File: src/rtl/mole_game_fsm.sv
// ByteBasher game controller: spawns one target at a time at a pseudo-random
// pad, times its visible window, judges hits and keeps a BCD score plus a
// saturating miss tally. Holds the round counter in reset outside active play.
//
// Input protocol: Start and hit_valid are single-cycle pulses sampled on the
// rising edge of ClockIn; hit_pos is meaningful only while hit_valid is high.
// There is no backpressure: every pulse is either consumed in the state that
// accepts it or dropped.
module mole_game_fsm #(
    parameter int          MOLE_CYCLES = 25000000,
    parameter int          GAP_CYCLES  = 12500000,
    parameter logic [7:0]  LFSR_SEED   = 8'hA5
) (
    input  logic       ClockIn,
    input  logic       Reset,
    input  logic       Start,
    input  logic       game_done,
    input  logic       hit_valid,
    input  logic [1:0] hit_pos,
    output logic       timer_reset,
    output logic       mole_active,
    output logic [1:0] mole_pos,
    output logic [3:0] score_ones,
    output logic [3:0] score_tens,
    output logic [3:0] miss_count,
    output logic       game_over
);

    // One counter serves both the visible window and the inter-target gap.
    localparam int MAX_CYCLES = (MOLE_CYCLES > GAP_CYCLES) ? MOLE_CYCLES : GAP_CYCLES;
    localparam int CNT_W      = $clog2(MAX_CYCLES);
    localparam logic [CNT_W-1:0] MOLE_LOAD = CNT_W'(MOLE_CYCLES - 1);
    localparam logic [CNT_W-1:0] GAP_LOAD  = CNT_W'(GAP_CYCLES - 1);

    typedef enum logic [2:0] {
        S_IDLE  = 3'd0,
        S_SPAWN = 3'd1,
        S_WAIT  = 3'd2,
        S_HIT   = 3'd3,
        S_MISS  = 3'd4,
        S_GAP   = 3'd5,
        S_OVER  = 3'd6
    } state_t;

    // Current FSM state; named so checkers can bind to it hierarchically.
    state_t state;
    state_t state_next;

    logic [7:0]       lfsr;
    logic             lfsr_fb;
    logic [CNT_W-1:0] cnt;
    logic [1:0]       spawn_pos;

    logic clear_game;
    logic load_pos;
    logic load_mole;
    logic load_gap;
    logic dec_cnt;
    logic inc_score;
    logic inc_miss;

    // Taps 8,6,5,4 of a Fibonacci LFSR shifting toward the MSB.
    assign lfsr_fb = lfsr[7] ^ lfsr[5] ^ lfsr[4] ^ lfsr[3];

    // Avoid showing the same pad twice in a row by nudging the candidate up one.
    assign spawn_pos = (lfsr[1:0] == mole_pos) ? (lfsr[1:0] + 2'd1) : lfsr[1:0];

    // State register.
    always_ff @(posedge ClockIn) begin
        if (Reset) begin
            state <= S_IDLE;
        end else begin
            state <= state_next;
        end
    end

    // Next-state and datapath control; game_done preempts every in-play action.
    always_comb begin
        state_next = state;
        clear_game = 1'b0;
        load_pos   = 1'b0;
        load_mole  = 1'b0;
        load_gap   = 1'b0;
        dec_cnt    = 1'b0;
        inc_score  = 1'b0;
        inc_miss   = 1'b0;
        case (state)
            S_IDLE, S_OVER: begin
                if (Start) begin
                    clear_game = 1'b1;
                    state_next = S_SPAWN;
                end
            end
            S_SPAWN: begin
                if (game_done) begin
                    state_next = S_OVER;
                end else begin
                    load_pos   = 1'b1;
                    load_mole  = 1'b1;
                    state_next = S_WAIT;
                end
            end
            S_WAIT: begin
                if (game_done) begin
                    state_next = S_OVER;
                end else if (hit_valid && (hit_pos == mole_pos)) begin
                    state_next = S_HIT;
                end else begin
                    inc_miss = hit_valid;
                    if (cnt == '0) begin
                        state_next = S_MISS;
                    end else begin
                        dec_cnt = 1'b1;
                    end
                end
            end
            S_HIT: begin
                if (game_done) begin
                    state_next = S_OVER;
                end else begin
                    inc_score  = 1'b1;
                    load_gap   = 1'b1;
                    state_next = S_GAP;
                end
            end
            S_MISS: begin
                if (game_done) begin
                    state_next = S_OVER;
                end else begin
                    inc_miss   = 1'b1;
                    load_gap   = 1'b1;
                    state_next = S_GAP;
                end
            end
            S_GAP: begin
                if (game_done) begin
                    state_next = S_OVER;
                end else if (cnt == '0) begin
                    state_next = S_SPAWN;
                end else begin
                    dec_cnt = 1'b1;
                end
            end
            default: begin
                state_next = S_IDLE;
            end
        endcase
    end

    // LFSR, window/gap counter, target position, score and miss tally.
    always_ff @(posedge ClockIn) begin
        if (Reset) begin
            lfsr       <= LFSR_SEED;
            cnt        <= '0;
            mole_pos   <= 2'd0;
            score_ones <= 4'd0;
            score_tens <= 4'd0;
            miss_count <= 4'd0;
        end else begin
            lfsr <= {lfsr[6:0], lfsr_fb};

            if (load_mole) begin
                cnt <= MOLE_LOAD;
            end else if (load_gap) begin
                cnt <= GAP_LOAD;
            end else if (dec_cnt) begin
                cnt <= cnt - 1'b1;
            end

            if (clear_game) begin
                mole_pos <= 2'd0;
            end else if (load_pos) begin
                mole_pos <= spawn_pos;
            end

            if (clear_game) begin
                score_ones <= 4'd0;
                score_tens <= 4'd0;
            end else if (inc_score && !((score_tens == 4'd9) && (score_ones == 4'd9))) begin
                if (score_ones == 4'd9) begin
                    score_ones <= 4'd0;
                    score_tens <= score_tens + 4'd1;
                end else begin
                    score_ones <= score_ones + 4'd1;
                end
            end

            if (clear_game) begin
                miss_count <= 4'd0;
            end else if (inc_miss && (miss_count != 4'd15)) begin
                miss_count <= miss_count + 4'd1;
            end
        end
    end

    // Status outputs decoded straight from the state register.
    assign timer_reset = (state == S_IDLE) || (state == S_OVER);
    assign mole_active = (state == S_WAIT);
    assign game_over   = (state == S_OVER);

endmodule

File: config.mk
export PLATFORM = sky130hd
export DESIGN_NAME = mole_game_fsm
export DESIGN_NICKNAME = d
export VERILOG_FILES = /design/src/rtl/mole_game_fsm.sv
export SDC_FILE = /design/constraint.sdc
export NUM_CORES = 1
export LEC_CHECK = 0
export CORE_ASPECT_RATIO = 1.2
export CORE_MARGIN = 8
export CORE_UTILIZATION = 35
export CTS_CLUSTER_DIAMETER = 200
export DETAILED_ROUTE_END_ITERATION = 10
export GPL_ROUTABILITY_DRIVEN = 0
export PLACE_DENSITY_LB_ADDON = 0.1
export SKIP_CTS_REPAIR_TIMING = 1
export SLEW_MARGIN = 20
export SYNTH_ARGS = -nofsm -noshare
export SYNTH_HDL_FRONTEND = slang
export SYNTH_SLANG_ARGS = --single-unit
File: constraint.sdc
create_clock -name ClockIn -period 5.06 [get_ports ClockIn]
set_input_delay 1.012 -clock ClockIn [delete_from_list [all_inputs] [get_ports ClockIn]]
set_output_delay 1.012 -clock ClockIn [all_outputs]
set_load 0.03 [all_outputs]
==> impl_metrics.env <==
export IMPL_synth_top_cells_by_area="sky130_fd_sc_hd__dfxtp_1 (39%), sky130_fd_sc_hd__a21oi_1 (5.5%), sky130_fd_sc_hd__xor2_1 (5.5%)"
export IMPL_route_detailed_drc=0
export IMPL_worst_ep_arrival_time_ns=2.14
export IMPL_final_min_clock_period_ns=3.15
export IMPL_syn_mean_instance_area_sq_um=8.68
export IMPL_grt_overflow_total=0
export IMPL_clock_path_buffers=2
export IMPL_report_final_setup_viol=0
export IMPL_worst_setup_path_start_kind="register"
export IMPL_vias_per_std_cell=5.35
export IMPL_cell_area_synth_sq_um=2560
export IMPL_cell_by_cell_trace_of_the_critical_path="nor2b_1, nor3_1, clkdlybuf4s50_1"
export IMPL_seq_power_share_pct=36.2
export IMPL_async_reset_ff_share_pct=0
export IMPL_grt_first_pass_wirelength_mm=10.6
export IMPL_synth_ff_type="sky130_fd_sc_hd__dfxtp_1"
export IMPL_boundaryPins=24
export IMPL_placement_cell_area_sq_um=2860
export IMPL_synth_net_count=306
export IMPL_layout_core_utilization_pct=41.1
export IMPL_detailed_place_hpwl_mm=4.25
export IMPL_post_route_cells_drive_above_1_share_pct=6.35
export IMPL_tritoncts="built"
export IMPL_timing_final_hold_violations=0
export IMPL_synthCells=295
export IMPL_switching_share_of_power_pct=46.0
export IMPL_antenna_cells=0
export IMPL_drt_antenna_violating_nets=0
export IMPL_detail_route_wirelength_mm=6.05
export IMPL_power_frac_clock_pct=14.5
export IMPL_run_status="complete, no violations"
export IMPL_first_global_vias=2175
export IMPL_numCtsBuffers=5
export IMPL_synth_largest_area_cell="sky130_fd_sc_hd__dfxtp_1"
export IMPL_die_height_um=110
export IMPL_setup_tns_ns=0
export IMPL_areaGrowthSynthToFinish_pct=15.3
export IMPL_track_usage_pct=12.8
export IMPL_crit_type="register to output port"
export IMPL_power_density_nw_per_um2=574
export IMPL_drt_iter0_markers=102
export IMPL_p_comb_share_pct=49.2
export IMPL_timing_max_cap_violations=0
export IMPL_grt_antenna_before_repair=0
export IMPL_synth_seq_cells=50
export IMPL_cts_sinks=50
export IMPL_portBuffers=23
export IMPL_worstPathBufferInverterCount=1
export IMPL_final_setup_skew_ns=0.0106
export IMPL_cpPeakStageDelay_ns=0.73
export IMPL_final_cycle_utilization_of_the_critical_path_pct=62.2
export IMPL_power_leakage_nw=1.02
export IMPL_endpoint_kind="output port"
export IMPL_htreeDepth=2
export IMPL_placement_rows=34
export IMPL_rsz0062_at_grt="false"
export IMPL_critical_path_slowest_cell="sky130_fd_sc_hd__clkdlybuf4s50_1"
export IMPL_critPathRequiredTime_ns=4.05
export IMPL_netlist_top_cells_count="sky130_fd_sc_hd__dfxtp_1 (50), sky130_fd_sc_hd__a21oi_1 (28), sky130_fd_sc_hd__nor2_1 (21)"
export IMPL_netlist_cell_type_count=50
export IMPL_slew_viol_final=0
export IMPL_insertion_delay_ns=0.31
export IMPL_floorplan_die_area_sq_um=10300
export IMPL_area_share_of_the_leading_cell_type_in_the_synthesized_netlist_pct=39.1
export IMPL_cp_max_fo=14
export IMPL_root_buffer="sky130_fd_sc_hd__clkbuf_8"
export IMPL_floorplan_initialDensity_pct=35.6
export IMPL_internal_power_mw=0.915
export IMPL_die_width_um=94.1
export IMPL_finalInstanceArea_sq_um=2950
export IMPL_synth_enable_flop_cells=0
export IMPL_ys_warn_count=0
export IMPL_irDropWorstVdd_uv=249
export IMPL_grt_max_degree=19
export IMPL_synthMostInstantiatedCell="sky130_fd_sc_hd__dfxtp_1"
export IMPL_hold_path_class="register to register"
export IMPL_nNetsFinal=325
export IMPL_detailroute_via_count=2166
export IMPL_clk_pin_slew_ns=0.10
export IMPL_design_core_area_sq_um=7190
export IMPL_relSlewSlack_pct=59.4
export IMPL_routedWlPerCell_um=14.9
export IMPL_clock_fmax_mhz=318
export IMPL_crit_family="buffers and inverters"
export IMPL_drt_pass1_iterations=4
export IMPL_seq_area_frac_synth_pct=39.1
export IMPL_tightestPinTransition_ns=0.607
export IMPL_switchingPower_mw=0.781
## layout by cell type (no fill, tap or decap), types with 3 or more instances in the layout
cell type	Yosys	routed
sky130_fd_sc_hd__dfxtp_1	50	50
sky130_fd_sc_hd__a21oi_1	28	28
sky130_fd_sc_hd__clkdlybuf4s50_1	0	23
sky130_fd_sc_hd__nor2_1	21	21
sky130_fd_sc_hd__nand2_1	18	18
sky130_fd_sc_hd__xor2_1	16	16
sky130_fd_sc_hd__o21ai_0	13	13
sky130_fd_sc_hd__nor2b_1	12	12
sky130_fd_sc_hd__nor3_1	12	12
sky130_fd_sc_hd__nand3_1	9	9
sky130_fd_sc_hd__xnor2_1	8	8
sky130_fd_sc_hd__inv_1	7	7
sky130_fd_sc_hd__nand4_1	7	7
sky130_fd_sc_hd__or3_1	7	7
sky130_fd_sc_hd__nand2b_1	6	6
sky130_fd_sc_hd__a31oi_1	5	5
sky130_fd_sc_hd__a211oi_1	5	5
sky130_fd_sc_hd__clkbuf_8	0	5
sky130_fd_sc_hd__and3_1	4	4
sky130_fd_sc_hd__o211ai_1	4	4
sky130_fd_sc_hd__mux2i_1	4	4
sky130_fd_sc_hd__ha_1	4	4
sky130_fd_sc_hd__or2_2	3	3
sky130_fd_sc_hd__a21o_1	3	3
sky130_fd_sc_hd__nand4b_1	3	3
sky130_fd_sc_hd__nor4_1	3	3
sky130_fd_sc_hd__a311oi_1	3	3
## through the flow
stage,cells,worst slack (ns),hold slack (ns),power [mW]
after CTS,405,1.88,0.424,1.71
after floorplan,295,2.49,0.389,1.25
after global placement,397,1.95,0.396,1.46
final,405,1.91,0.420,1.70
after global routing,405,1.73,0.444,1.86
after detailed placement,397,1.93,0.393,1.45
## flip-flops by register name, summed over array words and instances, names as in the netlist
name / count
score_tens: 4
state: 3
score_ones: 4
cnt: 25
mole_pos: 2
miss_count: 4
lfsr: 8
## kinds of logic after synthesis
| group | after synthesis | synth area share, % |
|---|---|---|
| DFF | 50 | 39.1 |
| adders and majority gates | 4 | 1.96 |
| buffers and inverters | 20 | 3.32 |
| muxes | 4 | 1.56 |
| AOI/OAI and AO/OA | 71 | 17.4 |
| xor gates and xnor gates | 24 | 8.21 |
| and+or+nand+nor | 122 | 28.4 |
## per-layer routing
layer,share of wire (%),wire length (um),track usage (%),vias up
li1,-,-,-,1109
met1,48,2900,16.0,1004
met2,46,2750,20.1,42
met3,5.2,312,3.76,11
met4,1.4,84,5.45,0
met5,0,0,0,-
## power groups by stage
stage	logic [mW]	clock network, mW	registers, mW
after floorplan	0.671	0	0.580
after global placement	0.833	0	0.622
after detailed placement	0.834	0	0.620
after CTS	0.840	0.256	0.612
after global routing	0.954	0.274	0.633
final	0.835	0.246	0.614
## final cells by class
cell class	instances	area, sq um
Clock buffer	5	68.8
Clock inverter	3	23.8
Fill cell	730	4240
Inverter	7	26.3
Multi-Input combinational cell	225	1470
Sequential cell	50	1000
Tap cell	90	113
Timing Repair Buffer	25	245
## path summary, 6_finish.rpt
path / slack, ns / to / start / cells after the start
hold / removal: 0.42 / lfsr[7] / lfsr[6] / 1
setup / recovery: 1.91 / timer_reset / state[2] / 3
setup reg to reg: 2.16 / cnt[16] / cnt[0] / 8
hold reg to reg: 0.42 / lfsr[7] / lfsr[6] / 1
(Power assumes the default switching activity.)
